### src/rtl/dcache_warmup_pkg.sv
// Shared sizing and FSM encoding for the dcache warmup controller.
package dcache_warmup_pkg;

   localparam int SETS     = 64;
   localparam int WAYS     = 4;
   localparam int TAG_BITS = 22;
   localparam int BEATS    = 8;

   localparam int SET_W    = $clog2(SETS);
   localparam int WAY_W    = $clog2(WAYS);
   localparam int BEAT_W   = $clog2(BEATS);
   localparam int BEAT_DW  = 64;
   localparam int LINES_W  = 9;
   localparam int TAG_DW   = TAG_BITS * WAYS;
   localparam int DATA_DW  = BEAT_DW * WAYS;
   localparam int DMASK_W  = 8 * WAYS;
   localparam int DADDR_W  = SET_W + BEAT_W;

   typedef enum logic [1:0] {
      IDLE = 2'd0,
      TAG  = 2'd1,
      DATA = 2'd2,
      DONE = 2'd3
   } state_e;

endpackage

### src/rtl/dcache_warmup_lane_pack.sv
// Places one way-lane of write data into a multi-way array word
// and builds the matching per-way write mask.
module dcache_warmup_lane_pack #(
   parameter int LANE_W    = 64,
   parameter int LANES     = 4,
   parameter int MASK_W    = 8,
   parameter bit REPLICATE = 1'b0
) (
   input  logic [LANE_W-1:0]         lane_data,
   input  logic [$clog2(LANES)-1:0]  way,
   output logic [LANE_W*LANES-1:0]   wdata,
   output logic [MASK_W*LANES-1:0]   wmask
);

   localparam int WW = $clog2(LANES);

   always_comb begin
      wdata = '0;
      wmask = '0;
      for (int i = 0; i < LANES; i++) begin
         if (REPLICATE || way == WW'(i)) begin
            wdata[i*LANE_W +: LANE_W] = lane_data;
         end
         if (way == WW'(i)) begin
            wmask[i*MASK_W +: MASK_W] = '1;
         end
      end
   end

endmodule

### src/rtl/dcache_warmup_ctrl.sv
// Streams tag+data beats into the dcache arrays while holding the
// dcache off them; otherwise passes the dcache ports straight through.
module dcache_warmup_ctrl #(
   parameter int SETS     = dcache_warmup_pkg::SETS,
   parameter int WAYS     = dcache_warmup_pkg::WAYS,
   parameter int TAG_BITS = dcache_warmup_pkg::TAG_BITS,
   parameter int BEATS    = dcache_warmup_pkg::BEATS
) (
   input  logic                                  clk,
   input  logic                                  reset,
   input  logic                                  start,
   output logic                                  busy,
   output logic                                  done,
   output logic                                  err,
   output logic [8:0]                            lines_written,
   input  logic                                  warm_valid,
   output logic                                  warm_ready,
   input  logic [$clog2(SETS)-1:0]               warm_set,
   input  logic [$clog2(WAYS)-1:0]               warm_way,
   input  logic [63:0]                           warm_payload,
   input  logic                                  warm_last,
   input  logic [$clog2(SETS)-1:0]               cache_tag_addr,
   input  logic                                  cache_tag_en,
   input  logic                                  cache_tag_wmode,
   input  logic [TAG_BITS*WAYS-1:0]              cache_tag_wdata,
   input  logic [WAYS-1:0]                       cache_tag_wmask,
   input  logic [$clog2(SETS)+$clog2(BEATS)-1:0] cache_data_addr,
   input  logic                                  cache_data_en,
   input  logic                                  cache_data_wmode,
   input  logic [64*WAYS-1:0]                    cache_data_wdata,
   input  logic [8*WAYS-1:0]                     cache_data_wmask,
   output logic                                  cache_stall,
   output logic [$clog2(SETS)-1:0]               tag_RW0_addr,
   output logic                                  tag_RW0_en,
   output logic                                  tag_RW0_wmode,
   output logic [TAG_BITS*WAYS-1:0]              tag_RW0_wdata,
   output logic [WAYS-1:0]                       tag_RW0_wmask,
   output logic [$clog2(SETS)+$clog2(BEATS)-1:0] data_RW0_addr,
   output logic                                  data_RW0_en,
   output logic                                  data_RW0_wmode,
   output logic [64*WAYS-1:0]                    data_RW0_wdata,
   output logic [8*WAYS-1:0]                     data_RW0_wmask
);

   import dcache_warmup_pkg::*;

   localparam int SW = $clog2(SETS);
   localparam int WW = $clog2(WAYS);
   localparam int BW = $clog2(BEATS);
   localparam logic [BW-1:0] LAST_BEAT = BW'(BEATS - 1);

   state_e               state_q, state_d;
   logic [BW-1:0]        beat_q, beat_d;
   logic [SW-1:0]        set_q, set_d;
   logic [WW-1:0]        way_q, way_d;
   logic                 err_q, err_d;
   logic [LINES_W-1:0]   lines_q, lines_d;
   logic                 tag_wr_q, tag_wr_d;
   logic                 data_wr_q, data_wr_d;
   logic [BW-1:0]        wr_beat_q, wr_beat_d;
   logic [BEAT_DW-1:0]   wr_pay_q, wr_pay_d;

   logic [TAG_BITS*WAYS-1:0] tag_wdata;
   logic [WAYS-1:0]          tag_wmask;
   logic [64*WAYS-1:0]       data_wdata;
   logic [8*WAYS-1:0]        data_wmask;

   always_comb begin
      state_d   = state_q;
      beat_d    = beat_q;
      set_d     = set_q;
      way_d     = way_q;
      err_d     = err_q;
      lines_d   = lines_q;
      tag_wr_d  = 1'b0;
      data_wr_d = 1'b0;
      wr_beat_d = wr_beat_q;
      wr_pay_d  = wr_pay_q;
      unique case (state_q)
         IDLE: if (start) state_d = TAG;
         TAG: begin
            if (warm_valid) begin
               if (warm_last) begin
                  err_d   = 1'b1;
                  state_d = DONE;
               end else begin
                  tag_wr_d = 1'b1;
                  set_d    = warm_set;
                  way_d    = warm_way;
                  wr_pay_d = warm_payload;
                  beat_d   = '0;
                  state_d  = DATA;
               end
            end
         end
         DATA: begin
            if (warm_valid) begin
               if (beat_q == LAST_BEAT) begin
                  data_wr_d = 1'b1;
                  wr_beat_d = beat_q;
                  wr_pay_d  = warm_payload;
                  beat_d    = '0;
                  if (lines_q != '1) lines_d = lines_q + 1'b1;
                  state_d   = warm_last ? DONE : TAG;
               end else if (warm_last) begin
                  err_d   = 1'b1;
                  state_d = DONE;
               end else begin
                  data_wr_d = 1'b1;
                  wr_beat_d = beat_q;
                  wr_pay_d  = warm_payload;
                  beat_d    = beat_q + 1'b1;
               end
            end
         end
         DONE: if (start) state_d = IDLE;
         default: state_d = IDLE;
      endcase
   end

   always_ff @(posedge clk) begin
      if (reset) begin
         state_q   <= IDLE;
         beat_q    <= '0;
         set_q     <= '0;
         way_q     <= '0;
         err_q     <= 1'b0;
         lines_q   <= '0;
         tag_wr_q  <= 1'b0;
         data_wr_q <= 1'b0;
         wr_beat_q <= '0;
         wr_pay_q  <= '0;
      end else begin
         state_q   <= state_d;
         beat_q    <= beat_d;
         set_q     <= set_d;
         way_q     <= way_d;
         err_q     <= err_d;
         lines_q   <= lines_d;
         tag_wr_q  <= tag_wr_d;
         data_wr_q <= data_wr_d;
         wr_beat_q <= wr_beat_d;
         wr_pay_q  <= wr_pay_d;
      end
   end

   // set_q/way_q are latched on the tag beat, so they stay valid
   // through the registered write of every beat in the line
   dcache_warmup_lane_pack #(
      .LANE_W(TAG_BITS), .LANES(WAYS), .MASK_W(1), .REPLICATE(1'b1)
   ) u_tag_pack (
      .lane_data(wr_pay_q[TAG_BITS-1:0]),
      .way(way_q),
      .wdata(tag_wdata),
      .wmask(tag_wmask)
   );

   dcache_warmup_lane_pack #(
      .LANE_W(BEAT_DW), .LANES(WAYS), .MASK_W(8), .REPLICATE(1'b0)
   ) u_data_pack (
      .lane_data(wr_pay_q),
      .way(way_q),
      .wdata(data_wdata),
      .wmask(data_wmask)
   );

   assign busy          = (state_q == TAG) || (state_q == DATA);
   assign warm_ready    = busy;
   assign done          = (state_q == DONE);
   assign err           = err_q;
   assign lines_written = lines_q;
   assign cache_stall   = busy || tag_wr_q || data_wr_q;

   always_comb begin
      if (cache_stall) begin
         tag_RW0_addr   = set_q;
         tag_RW0_en     = tag_wr_q;
         tag_RW0_wmode  = 1'b1;
         tag_RW0_wdata  = tag_wdata;
         tag_RW0_wmask  = tag_wmask;
         data_RW0_addr  = {set_q, wr_beat_q};
         data_RW0_en    = data_wr_q;
         data_RW0_wmode = 1'b1;
         data_RW0_wdata = data_wdata;
         data_RW0_wmask = data_wmask;
      end else begin
         tag_RW0_addr   = cache_tag_addr;
         tag_RW0_en     = cache_tag_en;
         tag_RW0_wmode  = cache_tag_wmode;
         tag_RW0_wdata  = cache_tag_wdata;
         tag_RW0_wmask  = cache_tag_wmask;
         data_RW0_addr  = cache_data_addr;
         data_RW0_en    = cache_data_en;
         data_RW0_wmode = cache_data_wmode;
         data_RW0_wdata = cache_data_wdata;
         data_RW0_wmask = cache_data_wmask;
      end
   end

endmodule

### config.mk
export PLATFORM = sky130hd
export DESIGN_NAME = dcache_warmup_ctrl
export DESIGN_NICKNAME = d
export VERILOG_FILES = /design/src/rtl/dcache_warmup_pkg.sv /design/src/rtl/dcache_warmup_lane_pack.sv /design/src/rtl/dcache_warmup_ctrl.sv
export SDC_FILE = /design/constraint.sdc
export NUM_CORES = 1
export LEC_CHECK = 0
export ABC_AREA = 1
export CELL_PAD_IN_SITES_DETAIL_PLACEMENT = 0
export CELL_PAD_IN_SITES_GLOBAL_PLACEMENT = 1
export CORE_AREA = 2 2 348 350
export CTS_CLUSTER_SIZE = 16
export DETAILED_ROUTE_END_ITERATION = 6
export DIE_AREA = 0 0 350 352
export DONT_BUFFER_PORTS = 1
export MAX_ROUTING_LAYER = met4
export PLACE_DENSITY_LB_ADDON = 0.1
export REMOVE_ABC_BUFFERS = 1
export SLEW_MARGIN = 5
export SYNTH_ARGS = -nofsm -noshare
export SYNTH_HDL_FRONTEND = slang
export SYNTH_HIERARCHICAL = 1
export SYNTH_SLANG_ARGS = --single-unit
### constraint.sdc
create_clock -name clk -period 2.6 [get_ports clk]
set_input_delay 0.39 -clock clk [delete_from_list [all_inputs] [get_ports clk]]
set_output_delay 0.39 -clock clk [all_outputs]
set_load 0.01 [all_outputs]
## After elaboration in Yosys (flattened, before gate mapping)

Cells that the tools add are included.

- Magnitude comparators: 0
- Eq/ne operators: 17
- Muxes and demuxes: 51
- Shift-type cells: 0
- Div/mod/pow operators: 0
- Reduce and logical (&&, ||, !) cells: 15
- Bitwise logic cells: 4
- $mul: 0
- $add $sub $neg: 2

Operator list:

| cell | number |
|---|---|
| $mux W64 | 8 |
| $mux W256 | 1 |
| $pmux W64 S2 | 1 |
| $mux W88 | 1 |
| $mux W32 | 1 |
| $mux W8 | 4 |
| $mux W3 | 7 |
| $mux W1 | 15 |
| $mux W2 | 7 |
| $ne A2 B2 Y1 const B | 6 |
| $reduce_and A5 Y1 | 2 |
| $add A9 B1 Y9 const B | 1 |
| $mux W9 | 1 |
| $ne A9 B9 Y1 const B | 1 |
| $reduce_and A3 Y1 | 3 |
| $eq A2 B2 Y1 const B | 4 |
| $pmux W2 S4 | 1 |
| $reduce_and A4 Y1 | 2 |
| $mux W6 | 1 |
| $ne A3 B3 Y1 const B | 2 |
| $pmux W3 S2 | 1 |
| $reduce_or A3 Y1 | 2 |
| $eq A2 B1 Y1 const B | 2 |
| $logic_not A2 Y1 | 2 |
| 8 further kinds | 13 |

- Memory bits (read-only): 0
- Output and inout bits: 413
- Bits in registers: 92
- Bits in writable memories: 0
- Logic and storage cells: 99
- Memories: 0
- Latch bits: 0
- Input bits: 476

## Logic depth before layout (Yosys ltp)

Gate-level depths: netlist of the first run.

- Depth in word-level cells: 5
- Mapped depth: 14
- Depth with buffers taken out: 13

## By module

Netlist of the first run, hierarchy kept.

By module, submodules not included:

| module | cells an instance | area an instance (um^2) | instances | sequential area each (um^2) |
|---|---|---|---|---|
| dcache_warmup_ctrl | 1737 | 8459.4 | 1 | 1841.8 |
| dcache_warmup_lane_pack (u_data_pack) | 386 | 1720.4 | 1 | 0.0 |
| dcache_warmup_lane_pack (u_tag_pack) | 95 | 686.9 | 1 | 0.0 |

## Worst setup path after synthesis of the first run

No wires, ideal clock.

- Path type: reg2out
- Start point: register state_q[0]
- End point: output data_RW0_wdata[100]
- Cell stages (with the launch flop): 9
- Buffers on the path: 3
- Arrival time: 1712 ps
- Slack: 498 ps
- Data required time: 2210 ps
- Cell sequence: dfxtp_1 -> inv_1 -> ha_1 -> nor3_2 -> buf_4 -> buf_6 -> buf_2 -> nand2_1 -> nand2_1

- Cells in the longest elaborated chain, start to end: 5
- Elaborated cells between the ends (all ways): 6
- Classes of those cells: 2 x eq/ne; 1 x mux; 3 x reduce/logical

Ends and longest elaborated chain:

| element | line | source |
|---|---|---|
| from (decl) | dcache_warmup_ctrl.sv:52 | `state_e state_q, state_d;` |
| from (signal assigned) | dcache_warmup_ctrl.sv:134 | `state_q <= state_d;` |
| $eq A2 B1 Y1 or $eq A2 B2 Y1 (tied branches) | dcache_warmup_ctrl.sv:167 | `assign busy = (state_q == TAG) \|\| (state_q == DATA);` |
| $logic_or A1 B1 Y1 * | dcache_warmup_ctrl.sv:167 |  |
| via busy | dcache_warmup_ctrl.sv:12 | `output logic busy,` |
| $logic_or A1 B1 Y1 * (2 in a row) | dcache_warmup_ctrl.sv:172 | `assign cache_stall = busy \|\| tag_wr_q \|\| data_wr_q;` |
| $mux W256 * | dcache_warmup_ctrl.sv:175 | `if (cache_stall) begin` |
| to (decl) | dcache_warmup_ctrl.sv:41 | `output logic [64*WAYS-1:0] data_RW0_wdata,` |

Mark *: on every way through the listed nets, which the timed path passes. The rest lies on a longest branch.

## Final worst setup path of the first run

- Start point: register state_q[0]
- End point: output tag_RW0_wdata[65]

- Cells in the longest elaborated chain, start to end: 5
- Elaborated cells between the ends (all ways): 6
- Classes of those cells: 2 x eq/ne; 1 x mux; 3 x reduce/logical

Ends and longest elaborated chain:

| element | line | source |
|---|---|---|
| $eq A2 B1 Y1 or $eq A2 B2 Y1 (tied branches) | dcache_warmup_ctrl.sv:167 |  |
| $logic_or A1 B1 Y1 * | dcache_warmup_ctrl.sv:167 |  |
| $logic_or A1 B1 Y1 * (2 in a row) | dcache_warmup_ctrl.sv:172 |  |
| $mux W88 * | dcache_warmup_ctrl.sv:175 |  |
| to (decl) | dcache_warmup_ctrl.sv:36 | `output logic [TAG_BITS*WAYS-1:0] tag_RW0_wdata,` |

Mark *: on every way between the ends. The rest lies on a longest branch, timed or not.

==> run_results.csv, run 1 <==
group,metric,value,unit
outcome,run_status,"completed",
sta,final-hold-violation-count,0,
placed_design,routabilityCongestion,0.842,
layout,finalInstanceArea,13400,um2
drt,num_vias,12500,
clock_tree,ctsHtreeMaxLevel,3,
sta,period_share,95.3,%
placed_design,numPortBuffers,0,
layout,syn2layout_area_growth,23.2,%
floorplanning,start_util,9.11,%
logic_synthesis,ys_warn_count,6,
global_route,grt_pass1_vias,12300,
floorplanning,io-pin-count,889,
clock_tree,clk_path_buf_depth,2,
logic_synthesis,synth_cell_types,26,
layout,mostFrequentLayoutCell,"nand2_1",
sta,rsz0062_at_grt,"yes",
logic_synthesis,ys_seq_area_share,16.9,%
clock_tree,cts_tree,"built",
placed_design,place_area,11700,um2
worst_setup_path,cp.required,2.21,ns
drt,wl_per_cell,18.5,um
worst_setup_path,end_kind,"primary output",
sta,worst_pin_slew,0.880,ns
pwr,pwr-share-clk,8.8,%
placed_design,place_inst,3618,
pwr,p_per_area,1250,nW/um2
floorplanning,core_area,119000,um2
layout,finalNonFillerCells,3689,
logic_synthesis,netlist_instances,2218,
drt,drc_errors,0,
sta,fmax,404,MHz
worst_setup_path,start_kind,"flip-flop",
sta,setup_viol,0,
global_route,antenna_found_initial,13,
clock_tree,numClockSinks,92,
drt,drtPass1Iterations,5,
worst_setup_path,cp_max_fo,24,
clock_tree,clkLatencyLatePin,0.40,ns
floorplanning,dieArea,123000,um2
logic_synthesis,avgSynthCellArea,4.90,um2
clock_tree,path_clk_slew,0.09,ns
floorplanning,fp.dieW,350,um
floorplanning,die_h,352,um
layout,nFillCells,14200,
layout,layout_common_cells,"nand2_1 (1091), nor2_1 (431), nand2_2 (121)",
global_route,grt_pass1_wl,90800,um
logic_synthesis,synth-edff-count,0,
pwr,comb_power_share,80.1,%
pwr,ir_drop,621,uV
pwr,p_seq_share,11.1,%
global_route,grt_use_total,10.6,%
sta,min_period,2.48,ns
sta,whs,0.118,ns
placed_design,dp_hpwl,49100,um
drt,antenna_left,0,
logic_synthesis,ys_ff_latch,92,
sta,fin_skew,0.0188,ns
global_route,overflow,0,
layout,fin_nets,2547,
worst_setup_path,criticalPathCategory,"flip-flop to primary output",
clock_tree,cts_inserted_buffers,9,
min_path,hp-class,"input port to flip-flop",
worst_setup_path,crit_arrival,2.09,ns
sta,drv_slew,0,
floorplanning,row_count,127,
clock_tree,cts_root_buf,"clkbuf_16",
pwr,swShare,58.9,%
pwr,p_switching,9.90,mW
pwr,cellLeakagePower,6.00,nW
logic_synthesis,synth_area,10900,um2
logic_synthesis,async_reset_ff_share,0,%
drt,drtIter0Drc,504,
pwr,p_int,6.90,mW
drt,viasPerCell,3.40,
logic_synthesis,ys.flop_type,"dfxtp_1",
sta,relSlewSlack,41.3,%
layout,drive_gt1_share,11.9,%
job,maxCapViolCount,0,
global_route,grt_start_max_net_pins,84,
drt,wl,68100,um
[repair_timing]
action	CTS	global route
endpoints found under the setup margin	400	325
gates cloned	19	8
setup buffers	18	1
pin swaps	28	5
hold endpoints to repair	8	0
resized for setup	153	24
hold buffers	1	0
[cells by family (layout without fill, tap and decap cells)]
logic type	count (synthesis)	count (layout)	synth area share, %
buffers and inverters	352	201	19.4
adders and majority gates	9	9	1.04
xor gates and xnor gates	1	1	0.0806
and+or+nand+nor	1667	1667	57.9
DFF	92	92	16.9
AOI/OAI and AO/OA	97	97	4.58
other	0	10	0
[layout make-up]
cell class	instances	area (um2)	share of cell area, %
sequential	92	1850	13.8
clock buffer	9	225	1.68
inverter	95	378	2.82
clock inverter	7	80.1	0.598
timing repair buffer	88	1510	11.3
multi-input combinational	1774	7280	54.4
tap	1612	2020	15.1
antenna	10	25.0	0.187
timing repair inverter	2	31.3	0.234
[layer usage]
metal | global-route usage [%] | up-vias | routed length (um)
met5 | - | - | 0
met2 | 19.4 | 554 | 34700
met3 | 2.53 | 55 | 4200
li1 | - | 6157 | -
met4 | 2.09 | 0 | 1160
met1 | 11.5 | 5770 | 28100
[cell usage after synthesis (2+ instances only)]
cell type  instances  area (um2)
a21o_1             2        15.0
a21oi_1           11        55.1
buf_2             63         315
buf_4            140        1050
buf_6             24         270
clkbuf_1          28         105
dfxtp_1           92        1840
ha_1               9         113
inv_1             92         345
inv_2              2        7.51
nand2_1         1217        4570
nand3_1            9        45.0
nand4_1            4        25.0
nor2_1           432        1620
o21ai_0           69         345
o21ai_1           12        60.1
o21bai_1           2        15.0
or2_2              2        12.5
[final timing paths]
check / start / endpoint / cells past startpoint / slack [ns]
worst min register to register: wr_pay_q[54] / wr_pay_q[54] / 2 / 0.48
worst max register to register: state_q[0] / wr_pay_q[61] / 9 / 0.42
worst min-delay path: warm_set[2] / set_q[2] / 2 / 0.12
worst max-delay path: state_q[0] / tag_RW0_wdata[65] / 9 / 0.12
[worst max-delay path, stage by stage, from the launching register on]
cell	delay, ns
dfxtp_2	0.34
inv_2	0.05
ha_4	0.24
nor3_4	0.19
buf_12	0.22
buf_12	0.13
buf_12	0.11
buf_16	0.17
nand2_1	0.07
nand2_1	0.13
[metrics by stage]
stage / TNS (ns) / util, % / power, mW / worst slack (ns)
floorplan: -8881.91 / - / 4.83 / -22.68
global placement: 0 / 9.80 / 11.7 / 0.0432
detailed placement: 0 / 9.80 / 11.6 / 0.0113
CTS: -2.01 / 11.0 / 16.6 / -0.0516
global route: -0.0136 / 11.2 / 18.3 / -0.00565
finish: 0 / 11.2 / 16.8 / 0.122
[registers in the layout (all words and copies together) (netlist names)]
register	cells
beat_q	3
data_wr_q	1
err	1
lines_written	9
set_q	6
state_q	2
tag_wr_q	1
way_q	2
wr_beat_q	3
wr_pay_q	64
[power groups by stage]
stage	combinational (mW)	sequential, mW	clock, mW
floorplan	3.02	1.81	0
global placement	9.81	1.90	0
detailed placement	9.72	1.90	0
CTS	13.1	1.88	1.65
global route	14.7	1.91	1.68
finish	13.5	1.86	1.48
No activity file was read; power rests on OpenSTA's default activity.
==> run 2, diff against run 1 <==
==> constraint.sdc (replaced) <==
create_clock -name clk -period 2.6 [get_ports clk]
set_input_delay 0.39 -clock clk [delete_from_list [all_inputs] [get_ports clk]]
set_output_delay 0.39 -clock clk [all_outputs]
set_load 0.005 [all_outputs]
==> run_results.csv, run 2 (synthesis gave the netlist of run 1 again) <==
group,metric,value,unit
worst_setup_path,start_kind,"flip-flop",
worst_setup_path,reg2regPathDepth,9,
worst_setup_path,cp_cell_sequence,"inv_2 > ha_4 > nor3_4 > buf_12 > buf_16 > buf_12 > inv_16 > buf_16 > nand2_1 > nand2_1",
layout,fin_nets,2569,
worst_setup_path,cp.required,2.21,ns
floorplanning,io-pin-count,889,
worst_setup_path,cp_num_cells,10,
drt,antenna_left,0,
sta,fmax,386,MHz
sta,relSlewSlack,41.2,%
placed_design,dp_worst_setup_slack,0.0846,ns
worst_setup_path,worstSetupEndpoint,"data_RW0_wdata[75]",
drt,drc_errors,0,
layout,finalNonFillerCells,3711,
sta,fin_ws,0.0105,ns
pwr,p_per_area,1260,nW/um2
layout,final_util,11.8,%
sta,worst_pin_slew,0.883,ns
worst_setup_path,cpLargestDelayFamily,"buffers and inverters",
drt,viasPerCell,3.44,
drt,num_vias,12800,
clock_tree,cts_inserted_buffers,9,
global_route,overflow,0,
global_route,grtUsageMet3,2.16,%
sta,rsz0062_at_grt,"yes",
global_route,grt_use_total,11.0,%
layout,largest_reg_flops,64,
sta,fin_skew,0.0133,ns
worst_setup_path,r2r-end,"wr_pay_q[61]",
global_route,use_met1,12.2,%
layout,mostFrequentLayoutCell,"nand2_1",
sta,setup_viol,0,
global_route,busiest_layer,"met2",
sta,drv_slew,0,
clock_tree,path_clk_slew,0.08,ns
global_route,use_met2,19.8,%
drt,drtIter0Drc,661,
clock_tree,clkLatencyLatePin,0.41,ns
placed_design,place_inst,3620,
job,maxCapViolCount,0,
layout,nFillCells,14100,
worst_setup_path,cpPeakStageDelay,0.34,ns
worst_setup_path,r2r-start,"state_q[0]",
sta,period_share,99.6,%
floorplanning,core_area,119000,um2
floorplanning,fp.dieW,350,um
layout,seq_area,1850,um2
min_path,hp-class,"input port to flip-flop",
layout,syn2layout_area_growth,29.7,%
placed_design,dp_hpwl,49100,um
global_route,grt_pass1_vias,12600,
placed_design,numPortBuffers,0,
layout,layout_common_cells,"nand2_1 (1070), nor2_1 (431), nand2_2 (135)",
pwr,ir_drop,699,uV
worst_setup_path,crit_arrival,2.20,ns
placed_design,routabilityCongestion,0.840,
floorplanning,die_h,352,um
sta,setup_tns,0,ns
floorplanning,dieArea,123000,um2
layout,multi_input_area,7380,um2
worst_setup_path,cp_max_fo,17,
pwr,cellLeakagePower,6.39,nW
clock_tree,numClockSinks,92,
global_route,grt_start_max_net_pins,84,
outcome,run_status,"completed",
worst_setup_path,criticalPathCategory,"flip-flop to primary output",
worst_setup_path,slowest_stage,"dfxtp_2",
worst_setup_path,r2r_setup_slack,0.41,ns
worst_setup_path,startpoint,"state_q[0]",
worst_setup_path,critPathBufInv,6,
layout,top_register,"wr_pay_q",
drt,wl_per_cell,19.1,um
clock_tree,cts_root_buf,"clkbuf_16",
clock_tree,clk_path_buf_depth,2,
sta,min_period,2.59,ns
layout,drive_gt1_share,13.8,%
global_route,grt_pass1_wl,93600,um
sta,final-hold-violation-count,0,
worst_setup_path,end_kind,"primary output",
clock_tree,cts_tree,"built",
drt,wl,70800,um
pwr,p_total,17.8,mW
floorplanning,row_count,127,
floorplanning,start_util,9.11,%
drt,drtPass1Iterations,5,
global_route,antenna_found_initial,13,
clock_tree,ctsHtreeMaxLevel,3,
## run 2: cell count changes in the layout (fill, tap and decap cells not counted), sizes merged
cell / delta
clkinv: +1
bufbuf: +2
buf: +16
clkbuf: +3
## run 2: cell type report
type,instances,area share [%]
multi-input combinational,1774,52.3
timing repair buffer,109,15.0
tap,1612,14.3
sequential,92,13.1
inverter,95,2.68
clock buffer,9,1.60
clock inverter,7,0.400
timing repair inverter,3,0.400
antenna,10,0.178
## run 2: worst min-delay path by stage
stage	startpoint	to	slack, ns	depth (start not counted)
CTS	warm_way[1]	way_q[1]	0.06	2
detailed placement	reset	beat_q[1]	0.47	1
finish	warm_way[1]	way_q[1]	0.12	2
floorplan	wr_pay_q[22]	wr_pay_q[22]	0.46	2
global placement	wr_pay_q[28]	wr_pay_q[28]	0.47	2
global route	warm_payload[60]	wr_pay_q[60]	0.09	2
## run 2: stage by stage
| stage | hold WS [ns] | area, um2 |
|---|---|---|
| after floorplan | 0.455 | 9110 |
| after global placement | 0.467 | 11700 |
| after detailed placement | 0.467 | 11700 |
| after CTS | 0.0619 | 13500 |
| after global routing | 0.0939 | 14100 |
| final | 0.119 | 14100 |
## run 2: worst reg2reg max path, cell delays in order (launching register included)
cell and delay (ns):
dfxtp_2 0.34, inv_2 0.05, buf_4 0.14, ha_1 0.29, nand2_1 0.21, nand2_1 0.12
nand2_4 0.15, buf_4 0.39, o21ai_0 0.28, nor2_1 0.14
## run 2: routing by layer
metal,part of all wire (%),wire [um]
met1,41,29400
met2,50,35300
met3,6.2,4410
met4,2.4,1730
met5,0,0
## run 2: timing repair
item,in CTS,in global routing
cloned,30,11
hold buffers,1,0
pin swaps,8,5
resized for setup,116,128
buffers inserted,23,2
setup endpoints to repair,400,294
hold endpoints to repair,8,0
## run 2: power by group
| part | internal [mW] | switching [mW] |
|---|---|---|
| combinational | 5.94 | 8.56 |
| sequential | 1.64 | 0.225 |
| clock | 0.662 | 0.769 |
| total | 8.24 | 9.56 |
